**src/rtl/n_bf_pipe_if.sv**
```systemverilog
`default_nettype none
// ============================================================================
//  Module      : n_bf_pipe_if
//  Description : Beat-level bus of the pipelined radix-2 butterfly: input
//                handshake plus operands, output handshake plus results and
//                the sticky saturation flag with its clear.
//  Revision    : 1.0  initial release
// ============================================================================
interface n_bf_pipe_if #(
    parameter int DW = 16
);
    logic                 in_valid;
    logic                 in_ready;
    logic                 in_mode;
    logic                 in_scale;
    logic signed [DW-1:0] a;
    logic signed [DW-1:0] b;
    logic signed [DW-1:0] c;
    logic signed [DW-1:0] d;
    logic signed [DW-1:0] w_r;
    logic signed [DW-1:0] w_i;
    logic                 out_valid;
    logic                 out_ready;
    logic signed [DW-1:0] out1_r;
    logic signed [DW-1:0] out1_i;
    logic signed [DW-1:0] out2_r;
    logic signed [DW-1:0] out2_i;
    logic                 ovf;
    logic                 clr_ovf;

    // Upstream/downstream side that feeds beats and consumes results
    modport master (
        output in_valid, in_mode, in_scale, a, b, c, d, w_r, w_i,
        output out_ready, clr_ovf,
        input  in_ready, out_valid, out1_r, out1_i, out2_r, out2_i, ovf
    );

    // Butterfly side
    modport slave (
        input  in_valid, in_mode, in_scale, a, b, c, d, w_r, w_i,
        input  out_ready, clr_ovf,
        output in_ready, out_valid, out1_r, out1_i, out2_r, out2_i, ovf
    );
endinterface
`default_nettype wire

```
**src/rtl/n_bf_pipe.sv**
```systemverilog
`default_nettype none
// ============================================================================
//  Module      : n_bf_pipe
//  Description : 3-stage radix-2 complex butterfly with twiddle multiply,
//                per-beat DIF/DIT mode and /2 scaling, round-half-up,
//                output saturation with sticky flag, valid/ready stall.
//  Revision    : 1.0  initial release
// ============================================================================
module n_bf_pipe #(
    parameter int DW   = 16,
    parameter int FRAC = 8
) (
    input  wire logic   clk,
    input  wire logic   rst_n,
    n_bf_pipe_if.slave  bus
);
    // Internal width: products need 2*DW+1, sum of two products 2*DW+2,
    // one spare bit keeps the rounding offset addition overflow-free.
    localparam int c_IW = 2 * DW + 3;
    localparam logic signed [c_IW-1:0] c_ONE = {{(c_IW-1){1'b0}}, 1'b1};
    localparam logic signed [c_IW-1:0] c_MAX = {{(c_IW-DW+1){1'b0}}, {(DW-1){1'b1}}};
    localparam logic signed [c_IW-1:0] c_MIN = {{(c_IW-DW+1){1'b1}}, {(DW-1){1'b0}}};

    // Round-half-up: floor((v + 2^(s-1)) / 2^s), identity for s = 0
    function automatic logic signed [c_IW-1:0] f_rnd(input logic signed [c_IW-1:0] i_v,
                                                       input int i_s);
        logic signed [c_IW-1:0] w_h;
        if (i_s == 0) return i_v;
        w_h = c_ONE <<< (i_s - 1);
        return (i_v + w_h) >>> i_s;
    endfunction

    // Clamp to the DW-bit signed range, flagging when a clamp happened
    function automatic logic signed [DW-1:0] f_sat(input logic signed [c_IW-1:0] i_v,
                                                   output logic o_c);
        o_c = 1'b0;
        if (i_v > c_MAX) begin
            o_c = 1'b1;
            return c_MAX[DW-1:0];
        end
        if (i_v < c_MIN) begin
            o_c = 1'b1;
            return c_MIN[DW-1:0];
        end
        return i_v[DW-1:0];
    endfunction

    // Single global enable: everything advances together or holds together
    logic w_en;
    logic r_v1, r_v2, r_v3;
    assign w_en          = bus.out_ready | ~r_v3;
    assign bus.in_ready  = w_en;
    assign bus.out_valid = r_v3;

    // ---------------- Stage 1 ----------------
    // r_s1_* carries x0+x1 (DIF) or x0 (DIT); r_p1_* carries x0-x1 (DIF)
    // or x1 (DIT), i.e. whichever value gets multiplied by the twiddle.
    logic                 r_m1, r_sc1;
    logic signed [DW:0]   r_s1_r, r_s1_i, r_p1_r, r_p1_i;
    logic signed [DW-1:0] r_w1_r, r_w1_i;
    logic signed [DW:0]   w_ax, w_bx, w_cx, w_dx;

    assign w_ax = {bus.a[DW-1], bus.a};
    assign w_bx = {bus.b[DW-1], bus.b};
    assign w_cx = {bus.c[DW-1], bus.c};
    assign w_dx = {bus.d[DW-1], bus.d};

    // Stage 1 register: capture beat, form sum/diff or pass x1 through
    always_ff @(posedge clk or negedge rst_n) begin
        if (!rst_n) begin
            r_v1   <= 1'b0;
            r_m1   <= 1'b0;
            r_sc1  <= 1'b0;
            r_s1_r <= '0;
            r_s1_i <= '0;
            r_p1_r <= '0;
            r_p1_i <= '0;
            r_w1_r <= '0;
            r_w1_i <= '0;
        end else if (w_en) begin
            r_v1   <= bus.in_valid;
            r_m1   <= bus.in_mode;
            r_sc1  <= bus.in_scale;
            r_w1_r <= bus.w_r;
            r_w1_i <= bus.w_i;
            if (!bus.in_mode) begin
                r_s1_r <= w_ax + w_cx;
                r_s1_i <= w_bx + w_dx;
                r_p1_r <= w_ax - w_cx;
                r_p1_i <= w_bx - w_dx;
            end else begin
                r_s1_r <= w_ax;
                r_s1_i <= w_bx;
                r_p1_r <= w_cx;
                r_p1_i <= w_dx;
            end
        end
    end

    // ---------------- Stage 2 ----------------
    logic                   r_m2, r_sc2;
    logic signed [DW:0]     r_s2_r, r_s2_i;
    logic signed [2*DW:0]   r_pp_rr, r_pp_ii, r_pp_ri, r_pp_ir;
    logic signed [2*DW:0]   w_pr, w_pi, w_wr, w_wi;

    assign w_pr = {{DW{r_p1_r[DW]}}, r_p1_r};
    assign w_pi = {{DW{r_p1_i[DW]}}, r_p1_i};
    assign w_wr = {{(DW+1){r_w1_r[DW-1]}}, r_w1_r};
    assign w_wi = {{(DW+1){r_w1_i[DW-1]}}, r_w1_i};

    // Stage 2 register: the four partial products of the complex multiply
    always_ff @(posedge clk or negedge rst_n) begin
        if (!rst_n) begin
            r_v2    <= 1'b0;
            r_m2    <= 1'b0;
            r_sc2   <= 1'b0;
            r_s2_r  <= '0;
            r_s2_i  <= '0;
            r_pp_rr <= '0;
            r_pp_ii <= '0;
            r_pp_ri <= '0;
            r_pp_ir <= '0;
        end else if (w_en) begin
            r_v2    <= r_v1;
            r_m2    <= r_m1;
            r_sc2   <= r_sc1;
            r_s2_r  <= r_s1_r;
            r_s2_i  <= r_s1_i;
            r_pp_rr <= w_pr * w_wr;
            r_pp_ii <= w_pi * w_wi;
            r_pp_ri <= w_pr * w_wi;
            r_pp_ir <= w_pi * w_wr;
        end
    end

    // ---------------- Stage 3 ----------------
    logic signed [c_IW-1:0] w_re, w_im, w_sr, w_si, w_tr, w_ti;
    logic signed [c_IW-1:0] w_pre1_r, w_pre1_i, w_pre2_r, w_pre2_i;
    logic signed [DW-1:0]   w_o1_r, w_o1_i, w_o2_r, w_o2_i;
    logic [3:0]             w_c;
    logic                   w_clamp;
    int                     w_s;

    assign w_re = {{2{r_pp_rr[2*DW]}}, r_pp_rr} - {{2{r_pp_ii[2*DW]}}, r_pp_ii};
    assign w_im = {{2{r_pp_ri[2*DW]}}, r_pp_ri} + {{2{r_pp_ir[2*DW]}}, r_pp_ir};
    assign w_sr = {{(c_IW-DW-1){r_s2_r[DW]}}, r_s2_r};
    assign w_si = {{(c_IW-DW-1){r_s2_i[DW]}}, r_s2_i};

    // Final rounding per mode, then saturation of all four results
    always_comb begin
        w_s  = r_sc2 ? 1 : 0;
        w_tr = f_rnd(w_re, FRAC);
        w_ti = f_rnd(w_im, FRAC);
        if (!r_m2) begin
            // DIF: product rounded once, scale folded into the same shift
            w_pre1_r = f_rnd(w_sr, w_s);
            w_pre1_i = f_rnd(w_si, w_s);
            w_pre2_r = f_rnd(w_re, FRAC + w_s);
            w_pre2_i = f_rnd(w_im, FRAC + w_s);
        end else begin
            // DIT: t rounded first, sums rounded again by the scale shift
            w_pre1_r = f_rnd(w_sr + w_tr, w_s);
            w_pre1_i = f_rnd(w_si + w_ti, w_s);
            w_pre2_r = f_rnd(w_sr - w_tr, w_s);
            w_pre2_i = f_rnd(w_si - w_ti, w_s);
        end
        w_o1_r  = f_sat(w_pre1_r, w_c[0]);
        w_o1_i  = f_sat(w_pre1_i, w_c[1]);
        w_o2_r  = f_sat(w_pre2_r, w_c[2]);
        w_o2_i  = f_sat(w_pre2_i, w_c[3]);
        w_clamp = |w_c;
    end

    logic                 r_ovf;
    logic signed [DW-1:0] r_o1_r, r_o1_i, r_o2_r, r_o2_i;

    // Stage 3 register: outputs load only for real beats so bubbles keep
    // the last result; ovf set beats a simultaneous clear
    always_ff @(posedge clk or negedge rst_n) begin
        if (!rst_n) begin
            r_v3   <= 1'b0;
            r_o1_r <= '0;
            r_o1_i <= '0;
            r_o2_r <= '0;
            r_o2_i <= '0;
            r_ovf  <= 1'b0;
        end else begin
            if (w_en) begin
                r_v3 <= r_v2;
                if (r_v2) begin
                    r_o1_r <= w_o1_r;
                    r_o1_i <= w_o1_i;
                    r_o2_r <= w_o2_r;
                    r_o2_i <= w_o2_i;
                end
            end
            if (w_en && r_v2 && w_clamp)
                r_ovf <= 1'b1;
            else if (bus.clr_ovf)
                r_ovf <= 1'b0;
        end
    end

    assign bus.out1_r = r_o1_r;
    assign bus.out1_i = r_o1_i;
    assign bus.out2_r = r_o2_r;
    assign bus.out2_i = r_o2_i;
    assign bus.ovf    = r_ovf;

endmodule
`default_nettype wire

```
**src/flat_wrapper.sv**
```systemverilog
// flat-port wrapper written by rule: the top's interface ports become plain ports
module n_bf_pipe_flat 
#(
    parameter int DW   = 16,
    parameter int FRAC = 8
)
  (clk, rst_n, bus_in_valid, bus_in_mode, bus_in_scale, bus_a, bus_b, bus_c, bus_d, bus_w_r, bus_w_i, bus_out_ready, bus_clr_ovf, bus_in_ready, bus_out_valid, bus_out1_r, bus_out1_i, bus_out2_r, bus_out2_i, bus_ovf);
  n_bf_pipe_if #(.DW(DW)) bus_i ();
  input  wire logic clk;
  input  wire logic rst_n;
  input wire logic [$bits(bus_i.in_valid)-1:0] bus_in_valid;
  input wire logic [$bits(bus_i.in_mode)-1:0] bus_in_mode;
  input wire logic [$bits(bus_i.in_scale)-1:0] bus_in_scale;
  input wire logic [$bits(bus_i.a)-1:0] bus_a;
  input wire logic [$bits(bus_i.b)-1:0] bus_b;
  input wire logic [$bits(bus_i.c)-1:0] bus_c;
  input wire logic [$bits(bus_i.d)-1:0] bus_d;
  input wire logic [$bits(bus_i.w_r)-1:0] bus_w_r;
  input wire logic [$bits(bus_i.w_i)-1:0] bus_w_i;
  input wire logic [$bits(bus_i.out_ready)-1:0] bus_out_ready;
  input wire logic [$bits(bus_i.clr_ovf)-1:0] bus_clr_ovf;
  output wire logic [$bits(bus_i.in_ready)-1:0] bus_in_ready;
  output wire logic [$bits(bus_i.out_valid)-1:0] bus_out_valid;
  output wire logic [$bits(bus_i.out1_r)-1:0] bus_out1_r;
  output wire logic [$bits(bus_i.out1_i)-1:0] bus_out1_i;
  output wire logic [$bits(bus_i.out2_r)-1:0] bus_out2_r;
  output wire logic [$bits(bus_i.out2_i)-1:0] bus_out2_i;
  output wire logic [$bits(bus_i.ovf)-1:0] bus_ovf;
  assign bus_i.in_valid = bus_in_valid;
  assign bus_i.in_mode = bus_in_mode;
  assign bus_i.in_scale = bus_in_scale;
  assign bus_i.a = bus_a;
  assign bus_i.b = bus_b;
  assign bus_i.c = bus_c;
  assign bus_i.d = bus_d;
  assign bus_i.w_r = bus_w_r;
  assign bus_i.w_i = bus_w_i;
  assign bus_i.out_ready = bus_out_ready;
  assign bus_i.clr_ovf = bus_clr_ovf;
  assign bus_in_ready = bus_i.in_ready;
  assign bus_out_valid = bus_i.out_valid;
  assign bus_out1_r = bus_i.out1_r;
  assign bus_out1_i = bus_i.out1_i;
  assign bus_out2_r = bus_i.out2_r;
  assign bus_out2_i = bus_i.out2_i;
  assign bus_ovf = bus_i.ovf;
  n_bf_pipe #(.DW(DW), .FRAC(FRAC)) u_core (.clk(clk), .rst_n(rst_n), .bus(bus_i));
endmodule
```
**config.mk**
```make
export PLATFORM = sky130hd
export DESIGN_NAME = n_bf_pipe_flat
export DESIGN_NICKNAME = d
export VERILOG_FILES = /design/src/rtl/n_bf_pipe_if.sv /design/src/rtl/n_bf_pipe.sv /design/src/flat_wrapper.sv
export SDC_FILE = /design/constraint.sdc
export NUM_CORES = 2
export LEC_CHECK = 0
export ABC_AREA = 1
export BUFFER_PORTS_ARGS = -buffer_cell sky130_fd_sc_hd__buf_2
export CAP_MARGIN = 20
export CORE_MARGIN = 2
export CORE_UTILIZATION = 31
export CTS_CLUSTER_SIZE = 30
export DETAILED_ROUTE_END_ITERATION = 10
export SETUP_SLACK_MARGIN = 0.5
export SKIP_LAST_GASP = 1
export SLEW_MARGIN = 20
export SYNTH_ARGS = -nofsm -noshare
export SYNTH_HDL_FRONTEND = slang
export SYNTH_SLANG_ARGS = --single-unit
```
**constraint.sdc**
```tcl
create_clock -name clk -period 7.2 [get_ports clk]
set_input_delay 0 -clock clk [delete_from_list [all_inputs] [get_ports clk]]
set_output_delay 0 -clock clk [all_outputs]
set_load 0.01 [all_outputs]
```
* Word-level counts from Yosys, hierarchy flattened
Index checks and enable logic that the tools add are counted.
** Cells by class
- Add/subtract/negate cells :: 23
- Multipliers :: 4
- Magnitude comparators :: 8
- Shift-type cells :: 10
- Multiplexer cells :: 64
- Bitwise gates (word level) :: 2
- Reductions and logical operators :: 7
** Operators by type and width (number)
- 2-to-1 mux 35 bit :: 20
- >>> shifter 35 x 32 -> 35 bit :: 8
- 2-to-1 mux 16 bit :: 16
- adder 35 bit :: 4
- greater-than comparator 35 x 16 -> 1 bit, second input constant :: 4
- < comparator 35 x 16 -> 1 bit, second input constant :: 4
- multiplier 17 x 16 -> 33 bit :: 4
- adder 17 x 35 -> 35 bit :: 2
- adder 34 x 35 -> 35 bit :: 2
- adder 34 x 9 -> 35 bit, second input constant :: 2
- <<< shifter 2 x 32 -> 35 bit, first input constant :: 2
- 2-to-1 mux 17 bit :: 4
- zero test 32 bit :: 2
- subtractor 32 x 2 -> 32 bit, second input constant :: 2
- adder 17 x 27 -> 28 bit :: 2
- subtractor 17 x 27 -> 28 bit :: 2
- adder 16 x 16 -> 17 bit :: 2
- adder 33 x 33 -> 34 bit :: 1
- subtractor 16 x 16 -> 17 bit :: 2
- subtractor 33 x 33 -> 34 bit :: 1
- adder 5 x 32 -> 32 bit, first input constant :: 1
- 2-to-1 mux 1 bit :: 24
- OR reduction 4 bit :: 1
- logical AND 1 bit :: 2
- other kinds (4) :: 4
** Storage, ports and cells
- Register bits :: 338
- Bits of input ports :: 103
- Word-level logic and storage cells :: 142

* Depth between registers and ports, before layout
- Depth in word-level cells :: 14
- Mapped depth :: 50

* Worst setup path before layout
OpenSTA, ideal clock, no wires.
- Kind :: flip-flop to flip-flop
- Start point :: register u_core.r_w1_i[6]
- End point :: register u_core.r_pp_ri[29]
- Library setup time :: 0.118 ns
- Arrival time :: 6.082 ns
- Required time :: 7.082 ns
- Setup slack :: 1.000 ns
- Stages on the path, launching flop included :: 32
- Buffers on the path :: 2
- Period minus slack after synthesis :: 6.200 ns
- Cell sequence :: dfrtp_1 clkbuf_1 clkbuf_1 nand2_1 fa_1 inv_1 fa_1 ha_1 inv_1 fa_1 fa_1 fa_1 inv_1 ha_1 nand2_1 o21ai_0 nand3_1 nand2_1 nand3_1 nand2_1 nand3_1 nand2_1 nand3_1 nand2_1 nand3_1 nand3_1 a21oi_1 o21ai_0 a21boi_0 or2_2 nand3_1 nand2_1
** On the way
- Word-level cells in the longest chain between the ends :: 1
** RTL lines
- start, declared :: line n_bf_pipe.sv:60 : logic signed [DW-1:0] r_w1_r, r_w1_i;
- start signal, assigned :: line n_bf_pipe.sv:85 : r_w1_i <= bus.w_i;
- multiplier 17 x 16 -> 33 bit :: line n_bf_pipe.sv:131 : r_pp_ri <= w_pr * w_wi;
- end signal, assigned :: line n_bf_pipe.sv:131
- end, declared :: line n_bf_pipe.sv:103 : logic signed [2*DW:0] r_pp_rr, r_pp_ii, r_pp_ri, r_pp_ir;
Every way passes these cells.
A chain may end at the register's enable or synchronous reset.

* Final worst setup path
- Start point :: register u_core.r_pp_ii[27]
- End point :: register u_core.r_ovf (netlist: u_core.bus.ovf)
** On the way
- Word-level cells in the longest chain between the ends :: 13
** RTL lines
- start, declared :: line n_bf_pipe.sv:103
- start signal, assigned :: line n_bf_pipe.sv:130 : r_pp_ii <= w_pi * w_wi;
- subtractor 33 x 33 -> 34 bit * :: line n_bf_pipe.sv:144 : assign w_re = {{2{r_pp_rr[2*DW]}}, r_pp_rr} - {{2{r_pp_ii[2*DW]}}, r_pp_ii};
- adder 34 x 9 -> 35 bit :: line n_bf_pipe.sv:30 : return (i_v + w_h) >>> i_s;
- adder 17 x 27 -> 28 bit or subtractor 17 x 27 -> 28 bit (tied branches) :: line n_bf_pipe.sv:162, n_bf_pipe.sv:164
- adder 35 bit :: line n_bf_pipe.sv:30
- >>> shifter 35 x 32 -> 35 bit :: line n_bf_pipe.sv:30
- 2-to-1 mux 35 bit :: line n_bf_pipe.sv:29 : w_h = c_ONE <<< (i_s - 1);
- 2-to-1 mux 35 bit :: line n_bf_pipe.sv:154 : if (!r_m2) begin
- < comparator 35 x 16 -> 1 bit or greater-than comparator 35 x 16 -> 1 bit (tied branches) :: line n_bf_pipe.sv:41, n_bf_pipe.sv:37
- 2-to-1 mux 1 bit, on equally long branches
- 2-to-1 mux 1 bit :: line n_bf_pipe.sv:41 : if (i_v < c_MIN) begin
- OR reduction 4 bit * :: line n_bf_pipe.sv:171 : w_clamp = |w_c;
- logical AND 1 bit * :: line n_bf_pipe.sv:197 : if (w_en && r_v2 && w_clamp)
- 2-to-1 mux 1 bit or nonzero test 2 bit (tied branches)
- end signal, assigned :: line n_bf_pipe.sv:186 : r_ovf <= 1'b0;
- end signal, assigned :: line n_bf_pipe.sv:198 : r_ovf <= 1'b1;
- end signal, assigned :: line n_bf_pipe.sv:200 : r_ovf <= 1'b0;
- end, declared :: line n_bf_pipe.sv:174 : logic r_ovf;
Mark *: on every way between the ends. The rest lies on a longest branch, timed or not. The select of a mux whose other input is x is not followed.

==> impl_metrics.csv <==
group,metric,value,unit
drt,via_per_inst,4.844,
cts,cts.sinks,338,
yosys,yosys.area.top_type_share,0.2765,
place,place_inst,15080,
grt,grt_pass1_vias,72990,
yosys,synth-seq-cells,338,
yosys,synth-edff-count,0,
drt,route.detailed.drc,0,
floorplanning,die_area,0.2643,mm2
floorplanning,ioPinCount,170,
outcome,status,"finished, final reports clean",
yosys,yosysMostFrequentCell,"nand2_1",
finish,nets,13680,
timing,fin_tns_setup,0,ns
drt,dr.pass1.iters,8,
floorplanning,num_rows,187,
worst_setup_path,start_kind,"flip-flop",
worst_setup_path,cpMostUsedCell,"nand2_1",
grt,grtUsageTotal,0.2172,
drt,wl_per_cell,19.00,um
cts,cts_tree,"yes",
floorplanning,die_x,514.1,um
timing,max_freq,0.1540,GHz
finish,design_area,0.09049,mm2
timing,grt_setup_unrepaired,"true",
yosys,netlist_area,0.08067,mm2
yosys,yosys_warnings,0,
worst_setup_path,cp_slowest_cell,"nor3b_2",
yosys,avgSynthCellArea,6.909,um2
yosys,synthDistinctLibCells,72,
cts,clk_path_buf_depth,3,
cts,path_clk_slew,0.06,ns
timing,tightest_slew,1.006,ns
worst_setup_path,worst-path-max-fanout,16,
grt,antenna_found_initial,45,
grt,grt-ovfl-total,0,
yosys,synth_seq_area_share,0.1048,
drt,routed_wl,290900,um
cts,cts_inserted_buffers,45,
yosys,async_flop_share,1.000,
worst_setup_path,slowest_delay,0.42,ns
yosys,syn_inst,11680,
yosys,synth_ff_type,"dfrtp_1",
place,hpwl,242900,um
yosys,synth_common_cells,"3396 x nand2_1, 2604 x inv_1, 1114 x fa_1, 643 x nor2_1, 596 x ha_1",
finish,syn_to_final_growth,12.18,%
worst_setup_path,path_class,"flip-flop to flip-flop",
finish,instances_no_fill,15310,
drt,drt_iter0_markers,5876,
drt,num_vias,74160,
run,maxCapViolations,0,
cts,htree_levels,2,
timing,slew_viol_final,0,
cts,clockRootBuffer,"clkbuf_16",
place,port_buffers,169,
timing,skew,0.03985,ns
finish,fillers,27940,
cts,clk_latency,0.67,ns
grt,grt_pass1_wl,441500,um
floorplanning,initial_utilization,0.3112,
finish,drive_above_1_share,0.09561,
timing,hold_viol,0,
worst_setup_path,critical_path_arrival,7.02,ns
yosys,yosys-top-cells-area,"fa_1 28%, nand2_1 16%, inv_1 12%",
timing,finalSetupViolCount,0,
timing,fin_crit_sh,0.9020,
place,globalplace.congestion,1.002,
yosys,synth_top_area_cell,"fa_1",
floorplanning,dieHeight,514.1,um
grt,grt_start_max_net_pins,118,
place,placed_area,0.08619,mm2
worst_setup_path,critPathCaptureType,"flip-flop",
yosys,syn-num-nets,13490,
timing,min_period,6.495,ns
hold_path,hold_path_class,"input port to flip-flop",
worst_setup_path,cp.required,7.72,ns
drt,detail-route-antenna-nets,0,
floorplanning,core_area,0.2592,mm2
timing,slew_headroom,0.3285,
## area by class of cell
class | count | area (um2) | area share
Sequential cell | 338 | 8539 | 0.09437
Antenna cell | 8 | 20.02 | 0.0002212
Inverter | 2634 | 9910 | 0.1095
Clock inverter | 30 | 306.5 | 0.003387
Timing Repair Buffer | 564 | 4514 | 0.04989
Clock buffer | 53 | 1226 | 0.01355
Multi-Input combinational cell | 8283 | 61720 | 0.6820
Tap cell | 3402 | 4257 | 0.04704
## per-layer routing
metal,track usage,part of all wire
met1,0.2859,0.42
met2,0.3496,0.45
met3,0.03140,0.071
met4,0.1029,0.058
met5,0,0.00060
## stage by stage
| step | hold WS, ns | setup WS [ns] | util |
|---|---|---|---|
| final | 0.05774 | 0.7055 | 0.3491 |
| after global routing | 0.08193 | 0.4046 | 0.3490 |
| after CTS | 0.003100 | 0.4359 | 0.3431 |
| after detailed placement | -0.03506 | 0.3838 | 0.3325 |
| after global placement | -0.03113 | 0.3578 | 0.3325 |
| after floorplan | -0.2956 | 0.9997 | - |
## logic make-up (layout without fill, tap and decap cells)
group	Yosys count	in the layout	share of synthesized area
flops	338	338	0.1048
other cells	0	8	0
compound gates	1266	1266	0.08980
buf+inv	3055	3281	0.1454
xor+xnor	270	270	0.03099
fa+ha+maj	1710	1710	0.3689
simple gates	5037	5037	0.2601
## worst paths after layout
check / to / depth (start not counted) / slack, ns / startpoint
setup / recovery: u_core.bus.ovf$_DFFE_PN0P_ / 41 / 0.71 / u_core.r_pp_ii[27]$_DFFE_PN0N_
setup reg to reg: u_core.bus.ovf$_DFFE_PN0P_ / 41 / 0.71 / u_core.r_pp_ii[27]$_DFFE_PN0N_
max in group asynchronous: u_core.r_sc2$_DFFE_PN0N_ / 4 / 5.63 / rst_n
min in group asynchronous: u_core.r_s2_i[4]$_DFFE_PN0N_ / 4 / 0.54 / rst_n
hold / removal: u_core.r_p1_i[8]$_DFFE_PN0N_ / 3 / 0.06 / bus_d[8]
hold reg to reg: u_core.r_s2_i[16]$_DFFE_PN0N_ / 2 / 0.48 / u_core.r_s1_i[16]$_DFFE_PN0N_
## repair_timing
item,CTS,global route
endpoints found under the setup margin,23,100
endpoints found under the hold margin,378,0
cloned,0,1
pin swaps,0,28
setup buffers,0,26
hold buffers,116,0
gates resized for setup,15,363
## cells in the final DEF (no fill, tap or decap), drive strengths merged, types with 15 or more instances in the layout
cell         count
buf            448
a31oi           28
o221ai          44
clkbuf          54
nand3          570
nand4          134
fa            1114
a21oi          541
xor2           184
o21bai          39
o21ai          493
ha             596
inv           2637
or2             24
nand3b          20
o211ai          51
xnor2           86
dfrtp          338
dlygate4sd3    115
nor2           737
nand2         3454
clkinv          15
nor3            71
## registers in the layout (all words and copies together), names as in the netlist, 17 cells and up
name	cells
u_core.r_pp_ii	33
u_core.r_pp_ir	33
u_core.r_pp_ri	33
u_core.r_pp_rr	33
u_core.r_p1_i	17
u_core.r_p1_r	17
u_core.r_s1_i	17
u_core.r_s1_r	17
u_core.r_s2_i	17
u_core.r_s2_r	17
## critical path: cells and delay by family, from the launching register on
kind                     cells  cell delay (ns)
AO/OA/AOI/OAI                1             0.18
XOR/XNOR                     1             0.14
buffers and inverters        6             0.93
adder cells (fa/ha/maj)      2             0.76
AND/OR/NAND/NOR             31             3.98
flip-flops                   1             0.37
Power is left out: the tool's default activity adds up to more than one toggle a clock period on the data nets, which glitch-free logic cannot reach.
